### src/rtl/upsample_ctrl.sv
// Upsample sequencer: walks the 2x2 input windows of an NxN map in raster order, issues
// interpolator reads, and LAT cycles later drives the matching write to the output bank.
module upsample_ctrl #(
    parameter int LAT = 2
) (
    input  logic        clk,
    input  logic        rst,
    input  logic        start,
    input  logic [2:0]  size_upsample,
    output logic        busy,
    output logic        done,
    output logic        in_rd_en,
    output logic [11:0] in_addr,
    output logic        en_write_out,
    output logic [3:0]  write_mode,
    output logic [13:0] addr_output
);

    typedef enum logic [1:0] {S_IDLE, S_RUN, S_DRAIN, S_DONE} state_e;

    // Index of the last window row/column: N-2 with N = 4<<sz.
    function automatic logic [5:0] last_idx(input logic [2:0] sz);
        logic [6:0] n;
        logic [6:0] m;
        n = 7'd4 << sz;
        m = n - 7'd2;
        return m[5:0];
    endfunction

    function automatic logic [11:0] in_index(input logic [2:0] sz, input logic [5:0] i,
                                             input logic [5:0] j);
        logic [11:0] row;
        row = {6'd0, i} << (sz + 3'd2);
        return row + {6'd0, j};
    endfunction

    // Centre of the 2x2 output block: (2i+1)*W + (2j+1), W = 8<<sz.
    function automatic logic [13:0] out_index(input logic [2:0] sz, input logic [5:0] i,
                                              input logic [5:0] j);
        logic [13:0] row;
        row = {7'd0, i, 1'b1} << (sz + 3'd3);
        return row + {7'd0, j, 1'b1};
    endfunction

    function automatic logic [3:0] win_mode(input logic [2:0] sz, input logic [5:0] i,
                                            input logic [5:0] j);
        logic [5:0] last;
        logic [3:0] r;
        logic [3:0] c;
        last = last_idx(sz);
        r = (i == 6'd0) ? 4'd0 : ((i == last) ? 4'd2 : 4'd1);
        c = (j == 6'd0) ? 4'd0 : ((j == last) ? 4'd2 : 4'd1);
        return r * 4'd3 + c;
    endfunction

    state_e      state_q, state_d;
    logic [2:0]  size_q, size_d;
    logic [5:0]  i_q, i_d;
    logic [5:0]  j_q, j_d;
    logic        busy_q, busy_d;
    logic        done_q, done_d;
    logic [11:0] in_addr_q, in_addr_d;
    logic        rd_go;
    logic [5:0]  last_q;
    logic        drain_busy;

    // Stage 0 is the read issue; stage LAT is the write presented to the output bank.
    logic [LAT:0]        vld_pipe_q, vld_pipe_d;
    logic [LAT:0][3:0]   mode_pipe_q, mode_pipe_d;
    logic [LAT:0][13:0]  oaddr_pipe_q, oaddr_pipe_d;

    assign last_q     = last_idx(size_q);
    assign drain_busy = |vld_pipe_q[LAT-1:0];

    always_comb begin
        state_d = state_q;
        size_d  = size_q;
        i_d     = i_q;
        j_d     = j_q;
        busy_d  = busy_q;
        done_d  = 1'b0;
        rd_go   = 1'b0;
        case (state_q)
            S_IDLE: begin
                if (start && size_upsample <= 3'd4) begin
                    state_d = S_RUN;
                    size_d  = size_upsample;
                    i_d     = 6'd0;
                    j_d     = 6'd0;
                    rd_go   = 1'b1;
                    busy_d  = 1'b1;
                end
            end
            S_RUN: begin
                if (i_q == last_q && j_q == last_q) begin
                    state_d = S_DRAIN;
                end else begin
                    rd_go = 1'b1;
                    if (j_q == last_q) begin
                        j_d = 6'd0;
                        i_d = i_q + 6'd1;
                    end else begin
                        j_d = j_q + 6'd1;
                    end
                end
            end
            S_DRAIN: begin
                // Once only the final stage may hold a write, done lands right after it.
                if (!drain_busy) begin
                    state_d = S_DONE;
                    done_d  = 1'b1;
                end
            end
            S_DONE: begin
                state_d = S_IDLE;
                busy_d  = 1'b0;
            end
            default: state_d = S_IDLE;
        endcase
    end

    always_comb begin
        in_addr_d    = rd_go ? in_index(size_d, i_d, j_d) : 12'd0;
        vld_pipe_d   = {vld_pipe_q[LAT-1:0], rd_go};
        mode_pipe_d  = {mode_pipe_q[LAT-1:0], (rd_go ? win_mode(size_d, i_d, j_d) : 4'd0)};
        oaddr_pipe_d = {oaddr_pipe_q[LAT-1:0], (rd_go ? out_index(size_d, i_d, j_d) : 14'd0)};
    end

    always_ff @(posedge clk) begin
        if (!rst) begin
            state_q      <= S_IDLE;
            size_q       <= 3'd0;
            i_q          <= 6'd0;
            j_q          <= 6'd0;
            busy_q       <= 1'b0;
            done_q       <= 1'b0;
            in_addr_q    <= 12'd0;
            vld_pipe_q   <= '0;
            mode_pipe_q  <= '0;
            oaddr_pipe_q <= '0;
        end else begin
            state_q      <= state_d;
            size_q       <= size_d;
            i_q          <= i_d;
            j_q          <= j_d;
            busy_q       <= busy_d;
            done_q       <= done_d;
            in_addr_q    <= in_addr_d;
            vld_pipe_q   <= vld_pipe_d;
            mode_pipe_q  <= mode_pipe_d;
            oaddr_pipe_q <= oaddr_pipe_d;
        end
    end

    assign busy         = busy_q;
    assign done         = done_q;
    assign in_rd_en     = vld_pipe_q[0];
    assign in_addr      = in_addr_q;
    assign en_write_out = vld_pipe_q[LAT];
    assign write_mode   = mode_pipe_q[LAT];
    assign addr_output  = oaddr_pipe_q[LAT];

endmodule

### config.mk
export PLATFORM = sky130hd
export DESIGN_NAME = upsample_ctrl
export DESIGN_NICKNAME = d
export VERILOG_FILES = /design/src/rtl/upsample_ctrl.sv
export SDC_FILE = /design/constraint.sdc
export NUM_CORES = 1
export LEC_CHECK = 0
export CAP_MARGIN = 20
export CORE_MARGIN = 2
export CORE_UTILIZATION = 31
export CTS_CLUSTER_DIAMETER = 150
export DETAILED_ROUTE_END_ITERATION = 10
export PLACE_DENSITY_LB_ADDON = 0.2
export REMOVE_ABC_BUFFERS = 1
export SLEW_MARGIN = 30
export SYNTH_ARGS = -nofsm -noshare
export SYNTH_HDL_FRONTEND = slang
export SYNTH_SLANG_ARGS = --single-unit
### constraint.sdc
create_clock -name clk -period 15.65 [get_ports clk]
set_input_delay 3.13 -clock clk [delete_from_list [all_inputs] [get_ports clk]]
set_output_delay 3.13 -clock clk [all_outputs]
set_load 0.05 [all_outputs]
======== Word level (Yosys, flattened, before mapping) ========
Cells that the tools add are included.
storage, ports and cells
  register bits after elaboration ......... 88
  logic and storage cells ................. 74
cells by class
  $add $sub $neg .......................... 9
  $mul .................................... 1
  order comparisons ....................... 1
  eq/ne operators ......................... 10
  shift-type cells ........................ 4
  multiplexer cells ....................... 24
  reduce and logical (&&, ||, !) cells .... 11
operator list
  cell                                                                 count
  6-bit 2-to-1 mux                                                     6
  6-bit == test                                                        4
  6-bit one-hot mux with 2 select lines                                2
  14-bit by 7-bit adder with 14-bit output                             1
  2-bit 2-to-1 mux                                                     7
  7-bit by 3-bit left shift with 14-bit output                         1
  12-bit by 6-bit adder with 12-bit output                             1
  6-bit by 1-bit adder with 6-bit output (second input constant)       2
  6-bit zero test                                                      2
  3-bit by 3-bit left shift with 6-bit output (first input constant)   2
  6-bit by 3-bit left shift with 12-bit output                         1
  6-bit by 2-bit subtractor with 6-bit output (second input constant)  2
  2-bit one-hot mux with 4 select lines                                1
  3-bit by 2-bit adder with 3-bit output (second input constant)       2
  3-bit 2-to-1 mux                                                     2
  2-bit != test (second input constant)                                3
  2-bit AND reduction                                                  3
  4-bit by 2-bit adder with 4-bit output                               1
  2-bit == test (second input constant)                                2
  2-bit by 2-bit multiplier with 4-bit output (second input constant)  1
  1-bit 2-to-1 mux                                                     4
  1-bit one-hot mux with 2 select lines                                2
  3-bit less-or-equal comparator (second input constant)               1
  3-bit AND reduction                                                  1
  other kinds (5)                                                      6

======== Longest topological paths before layout ========
Gate-level depths: netlist of the first run.
  depth in word-level cells ............... 11
  gate-level depth with buffers ........... 23
  depth with buffers taken out ............ 20

======== Worst setup path before layout of the first run ========
No wires, ideal clock.
  path kind ............................... input-to-reg
  start ................................... in start
  end ..................................... reg mode_pipe_q, in the netlist mode_pipe_d[6]
  setup time .............................. 115 ps
  arrival ................................. 7149 ps
  slack ................................... 8386 ps
  stages on the path ...................... 18
  buffers on the path ..................... 2
  cell sequence ........................... nand2_1 or2_2 o22ai_1 clkbuf_1 clkbuf_1 ha_1 nand2_1 ha_1 xor2_1 xnor2_1 nand4_1 nor3_1 inv_1 fa_1 inv_1 ha_1 fa_1 and2_1
on the way
  cells in the longest elaborated chain, start to end .. 10
  elaborated cells on any way between the ends .. 22
  those cells by class .................... add/sub: 2; mul: 1; eq/ne: 2; shift: 1; mux: 12; reduce/logical: 4
ends and longest elaborated chain
  element                                      RTL line  source
  start, declared                              8         input logic start,
  1-bit logical AND *                          85        if (start && size_upsample <= 3'd4) begin
  3-bit 2-to-1 mux                             85
  3-bit 2-to-1 mux                             83        case (state_q)
  3-bit by 3-bit left shift with 6-bit output  25        n = 7'd4 << sz;
  6-bit by 2-bit subtractor with 6-bit output  26        m = n - 7'd2;
  6-bit == test                                51        r = (i == 6'd0) ? 4'd0 : ((i == last) ? 4'd2 : 4'd1);
  2-bit 2-to-1 mux (2 in series)               51
  2-bit by 2-bit multiplier with 4-bit output  53        return r * 4'd3 + c;
  4-bit by 2-bit adder with 4-bit output       53
  end signal, assigned                         150       mode_pipe_q <= mode_pipe_d;
  end, declared                                69        logic [LAT:0][3:0] mode_pipe_q, mode_pipe_d;
Mark *: on every way between the ends. The rest lies on a longest branch, timed or not.
A chain may end at the register's enable or synchronous reset.

======== Final worst setup path of the first run ========
Ends and elaborated chain as after synthesis.

==> metrics.yaml, run 1 <==
cts_buffers: 9
fin_crit_ps: 7540
internal_power_mw: 0.527
multi_input_area_um2: 2950
path_cells: "clkdlybuf4s50_1 -> nand2_1 -> or2_2 -> o22ai_1 -> buf_4 -> inv_1 -> ha_1 -> nor3_1 -> xnor2_1 -> nand2_1 -> xor2_1 -> nand4_1 -> nor3_1 -> inv_1 -> fa_1 -> inv_1 -> ha_1 -> fa_1 -> and2_1"
hold_path_depth: 1
fin_skew_ps: 6.36
hold_end: "write_mode[2]"
cp_slowest_stage_delay_ps: 520
critPathRequiredTime_ps: 15890
power_frac_comb_pct: 43.4
grt_pass1_vias: 3902
syn-cell-area_um2: 4930
seqCellArea_um2: 1760
achievable-frequency_ghz: 0.133
final_cell_mix: "dfxtp_1, nor2_1, and2_1"
die_w_um: 130
gr-total-overflow: 0
port_buffers: 39
reg2reg_to: "mode_pipe_d[6]"
syn_area_per_cell_um2: 8.69
startpoint: "start"
core_um2: 15700
maxCapViolCount: 0
hold_class: "reg -> reg"
cts_buffer_depth: 2
cts.sinks: 88
synth_cells: 567
syn2layout_area_growth_pct: 18.6
synthFlopType: "dfxtp_1"
rows: 46
hpwl_um: 8470
drive_gt1_share_pct: 8.11
min-delay-start: "mode_pipe_d[10]"
route.met3.wl_um: 623
drc_errors: 0
grt_max_degree: 46
root_buffer: "clkbuf_16"
ys_ff_latch: 88
num_io_pins: 40
power.leakage_nw: 2.34
routed_wl_um: 11800
wl_per_cell_um: 14.4
synth-warning-count: 0
ys_seq_area_share_pct: 35.8
vias: 4004
r2r_cells: 16
gr-usage-all-layers_pct: 14.8
fin_crit_sh_pct: 48.2
timing.setup.tns_ps: 0
met2_length_um: 5300
antenna_found_initial: 0
drtIter0Drc: 305
wl_met1_um: 5690
path_common_cell: "inv_1"
seq_power_share_pct: 29.5
clockPowerShare_pct: 27.1
vias_per_cell: 4.88
postCtsSetupBuffers: 0
tightest_slew_ps: 833
crit_type: "in -> reg"
ir_drop_mv: 0.0626
initial_core_util_pct: 31.4
grt_pass1_wl_um: 19500
layout_commonest_cell: "dfxtp_1"
status: "finished clean"
cp_slowest_cell: "fa_1"
synth_cell_types: 71
cts_tree: "yes"
whs_ps: 430
finalSetupViolCount: 0
cp-start-kind: "primary input"
clkLatencyLatePin_ps: 350
routed.top_layer: "met4"
place.gp.congestion: 0.870
cp_max_fo: 26
ant_nets: 0
drtPass1Iterations: 5
nets: 639
worstReg2RegStart: "size_q[2]"
synth-edff-count: 0
slew_headroom_pct: 44.2
arrival_ps: 7780
antenna_cells: 0
critical_path.endpoint_type: "register"
hold_buffers: 0
hold_viol_final: 0
rsz0062_at_grt: "no"
path_clk_slew_ps: 60
p_per_area_nw_per_um2: 149
die_area_um2: 16900
drv_slew: 0
r2r_slack_ps: 10190
die_height_um: 130
fillCellCount: 1606
ctsResizeCount: 0
netSwitchingFraction_pct: 39.5
cts_max_level: 3
switching_power_mw: 0.345
async_reset_ff_share_pct: 0
final_util_pct: 37.2
metrics by stage:
step	area [um2]	setup slack [ps]	cells	power, mW
floorplan	4800	7650	542	0.546
global placement	5510	7890	804	0.633
detailed placement	5510	7770	804	0.639
CTS	5840	8130	820	0.880
global route	5840	7620	820	0.936
finish	5840	8110	820	0.872
area by class of cell:
| type | count | area share [%] |
|---|---|---|
| multi-input combinational | 430 | 50.5 |
| tap | 216 | 4.63 |
| clock buffer | 9 | 3.86 |
| clock inverter | 7 | 1.76 |
| sequential | 88 | 30.2 |
| timing repair buffer | 46 | 7.58 |
| inverter | 24 | 1.54 |
worst max-delay path by stage:
stage | depth (start not counted) | endpoint | slack, ps
after global placement | 19 | mode_pipe_d[6] | 7890
after CTS | 19 | mode_pipe_d[6] | 8130
after global routing | 19 | mode_pipe_d[6] | 7620
final | 19 | mode_pipe_d[6] | 8110
after detailed placement | 19 | mode_pipe_d[6] | 7770
after floorplan | 17 | mode_pipe_d[6] | 7650
layer usage:
layer | vias to the layer above | global-route usage [%]
met5 | - | 0
met4 | 0 | 6.77
met3 | 15 | 3.12
met2 | 94 | 23.0
met1 | 1855 | 19.8
li1 | 2040 | -
registers in the layout, summed over array words and instances (netlist names):
name / count
size_q: 3
done: 1
vld_pipe_q: 3
busy: 1
write_mode: 4
j_q: 6
oaddr_pipe_d: 28
in_addr: 12
state_q: 2
addr_output: 14
i_q: 6
mode_pipe_d: 8
logic make-up (layout without fill, tap and decap cells):
group / count (synthesis) / count (layout) / synth area share [%]
XOR/XNOR: 36 / 36 / 6.40
adder cells (fa/ha/maj): 34 / 34 / 9.25
AND/OR/NAND/NOR: 236 / 236 / 25.5
AO/OA/AOI/OAI: 114 / 114 / 16.6
multiplexers: 10 / 10 / 2.16
buffers and inverters: 49 / 86 / 4.37
flip-flops: 88 / 88 / 35.8
power groups by stage:
stage	combinational, mW	sequential [mW]	clock, mW
after floorplan	0.265	0.281	0
after global placement	0.372	0.261	0
after detailed placement	0.377	0.262	0
after CTS	0.379	0.257	0.243
after global routing	0.424	0.260	0.252
final	0.379	0.257	0.236
Yosys cell counts, types with 3 or more instances:
library cell | number | area (um2)
dfxtp_1 | 88 | 1760
nor2_1 | 68 | 255
and2_1 | 51 | 319
nand2_1 | 38 | 143
ha_1 | 30 | 375
inv_1 | 24 | 90.1
o21ai_0 | 24 | 120
a21oi_1 | 21 | 105
xnor2_1 | 21 | 184
clkbuf_1 | 19 | 71.3
nor3_1 | 19 | 95.1
xor2_1 | 15 | 131
nand3_1 | 12 | 60.1
a21o_1 | 9 | 67.6
mux2i_1 | 7 | 70.1
a211oi_1 | 6 | 45.0
and3_1 | 6 | 37.5
a31oi_1 | 5 | 31.3
nor2b_1 | 5 | 31.3
o22ai_1 | 5 | 31.3
fa_1 | 4 | 80.1
nand2b_1 | 4 | 25.0
nor4_2 | 4 | 50.1
o311a_1 | 4 | 40.0
or4_1 | 4 | 30.0
a22oi_1 | 3 | 22.5
buf_6 | 3 | 33.8
nand3b_1 | 3 | 22.5
nand4_1 | 3 | 18.8
o211ai_1 | 3 | 22.5
o21ai_1 | 3 | 15.0
o311ai_0 | 3 | 26.3
critical path: cells and delay by family:
kind	cells	cell delay (ps)
fa+ha+maj	4	1510
buf+inv	5	1370
compound gates	1	130
simple gates	7	1340
xor+xnor	2	300
(Power assumes the default switching activity.)
==> run 2, diff against run 1 <==
==> constraint.sdc (replaced) <==
create_clock -name clk -period 7.4 [get_ports clk]
set_input_delay 1.48 -clock clk [delete_from_list [all_inputs] [get_ports clk]]
set_output_delay 1.48 -clock clk [all_outputs]
set_load 0.05 [all_outputs]
==> metrics.yaml, run 2 (synthesized netlist as in run 1, its figures left out) <==
status: "finished clean"  # unchanged
die_w_um: 130  # unchanged
place.gp.congestion: 0.862  # was 0.870
finalSetupViolCount: 0  # unchanged
timing.setup.tns_ps: 0  # unchanged
rows: 46  # unchanged
die_height_um: 130  # unchanged
largest_reg_flops: 28  # unchanged
final_cell_mix: "dfxtp_1, nor2_1, and2_1"  # unchanged
drtIter0Drc: 370  # was 305
ant_nets: 0  # unchanged
cp_max_fo: 15  # was 26
ctsResizeCount: 0  # unchanged
cts_tree: "yes"  # unchanged
cts_buffers: 9  # unchanged
tightest_slew_ps: 829  # was 833 ps
hold_class: "reg -> reg"  # unchanged
drv_slew: 0  # unchanged
wl_per_cell_um: 14.9  # was 14.4 um
fin_skew_ps: 12.7  # was 6.36 ps
port_buffers: 39  # unchanged
hold_buffers: 0  # unchanged
power.leakage_nw: 2.33  # was 2.34 nW
grt_max_degree: 46  # unchanged
final_util_pct: 37.0  # was 37.2%
startpoint: "start"  # unchanged
fin_crit_ps: 5830
root_buffer: "clkbuf_16"  # unchanged
routed_wl_um: 12200  # was 11800 um
cp-start-kind: "primary input"  # unchanged
num_io_pins: 40  # unchanged
cp_slowest_stage_delay_ps: 520  # about the same
achievable-frequency_ghz: 0.172
postCtsSetupBuffers: 0  # unchanged
grt_pass1_vias: 3953  # was 3902
worstReg2RegStart: "size_q[2]"  # unchanged
cts.sinks: 88  # unchanged
fin_crit_sh_pct: 78.7
p_per_area_nw_per_um2: 313  # was 149 nW/um2
cts_max_level: 3  # unchanged
path_clk_slew_ps: 60  # about the same
arrival_ps: 6070  # was 7780 ps
fillCellCount: 1653  # was 1606
gr-total-overflow: 0  # unchanged
hold_viol_final: 0  # unchanged
clkLatencyLatePin_ps: 350  # about the same
drtPass1Iterations: 5  # unchanged
cp_slowest_cell: "clkdlybuf4s50_1"  # was fa_1
critPathRequiredTime_ps: 7640  # was 15890 ps
slew_headroom_pct: 44.5  # was 44.2%
antenna_cells: 0  # unchanged
ir_drop_mv: 0.119  # was 0.0626 mV
drive_gt1_share_pct: 8.28  # was 8.11%
core_um2: 15700  # unchanged
path_common_cell: "inv_1"  # unchanged
nets: 639  # unchanged
path_cells: "clkdlybuf4s50_1 -> nand2_1 -> a211o_1 -> o21ai_0 -> buf_4 -> inv_1 -> ha_1 -> nor3_1 -> xnor2_1 -> nand2_1 -> xor2_1 -> nand4_1 -> nor3_1 -> inv_1 -> fa_1 -> inv_1 -> ha_1 -> fa_1 -> and2_1"  # was clkdlybuf4s50_1 -> nand2_1 -> or2_2 -> o22ai_1 -> buf_4 -> inv_1 -> ha_1 -> nor3_1 -> xnor2_1 -> nand2_1 -> xor2_1 -> nand4_1 -> nor3_1 -> inv_1 -> fa_1 -> inv_1 -> ha_1 -> fa_1 -> and2_1
initial_core_util_pct: 31.4  # unchanged
die_area_um2: 16900  # unchanged
critical_path.endpoint_type: "register"  # unchanged
rsz0062_at_grt: "no"  # unchanged
antenna_found_initial: 0  # unchanged
layout_commonest_cell: "dfxtp_1"  # unchanged
min-delay-start: "oaddr_pipe_d[18]"  # was mode_pipe_d[10]
vias: 4102  # was 4004
crit_type: "in -> reg"  # unchanged
hpwl_um: 8730  # was 8470 um
grt_pass1_wl_um: 20300  # was 19500 um
vias_per_cell: 5.00  # was 4.88
maxCapViolCount: 0  # unchanged
drc_errors: 0  # unchanged
cts_buffer_depth: 2  # unchanged
syn2layout_area_growth_pct: 18.0  # was 18.6%
gr-usage-all-layers_pct: 15.3  # was 14.8%
==> run 2: cell types whose count changed in the layout (fill, tap and decap cells not counted) <==
cell,previous run,this run
clkinv_4,1,2
clkinv_2,1,3
inv_8,1,0
inv_6,2,1
o21ai_1,4,3
o21ai_2,1,2
bufinv_16,2,1
==> run 2: cell type report <==
class	instances	area [um2]	share of cell area (%)
timing repair buffer	46	443	7.62
inverter	24	90.1	1.55
clock inverter	7	71.3	1.23
multi-input combinational	430	2950	50.8
sequential	88	1760	30.3
tap	216	270	4.65
clock buffer	9	225	3.87
==> run 2: layer usage <==
| layer | part of all wire, % | up-vias | global-route usage, % |
|---|---|---|---|
| li1 | - | 2035 | - |
| met1 | 48 | 1911 | 20.6 |
| met2 | 44 | 131 | 23.9 |
| met3 | 5.8 | 25 | 3.73 |
| met4 | 2.5 | 0 | 5.31 |
| met5 | 0 | - | 0 |
==> run 2: path summary, 6_finish.rpt <==
check,endpoint,slack [ps],cells past startpoint
setup / recovery,mode_pipe_d[6],1570,19
hold / removal,oaddr_pipe_d[32],430,1
setup reg to reg,mode_pipe_d[6],1960,16
hold reg to reg,oaddr_pipe_d[32],430,1
==> run 2: power by group <==
part	switching, mW	internal, mW
Combinational	0.524	0.295
Sequential	0.0210	0.522
Clock	0.196	0.262
Total	0.741	1.08
==> run 2: critical path: cells and delay by family <==
family	cells	cell delay, ps
adder cells (fa/ha/maj)	4	1460
AND/OR/NAND/NOR	6	1200
XOR/XNOR	2	340
AO/OA/AOI/OAI	2	360
buffers and inverters	5	1200
==> run 2: per-stage QoR <==
step,power (mW),instance area [um2],std cells,setup WS (ps),hold slack [ps]
after floorplan,1.15,4800,542,1050,406
after global placement,1.36,5510,804,1320,414
after detailed placement,1.36,5520,804,1280,417
after CTS,1.83,5810,820,1620,432
after global routing,1.95,5810,820,1200,441
final,1.82,5810,820,1570,428
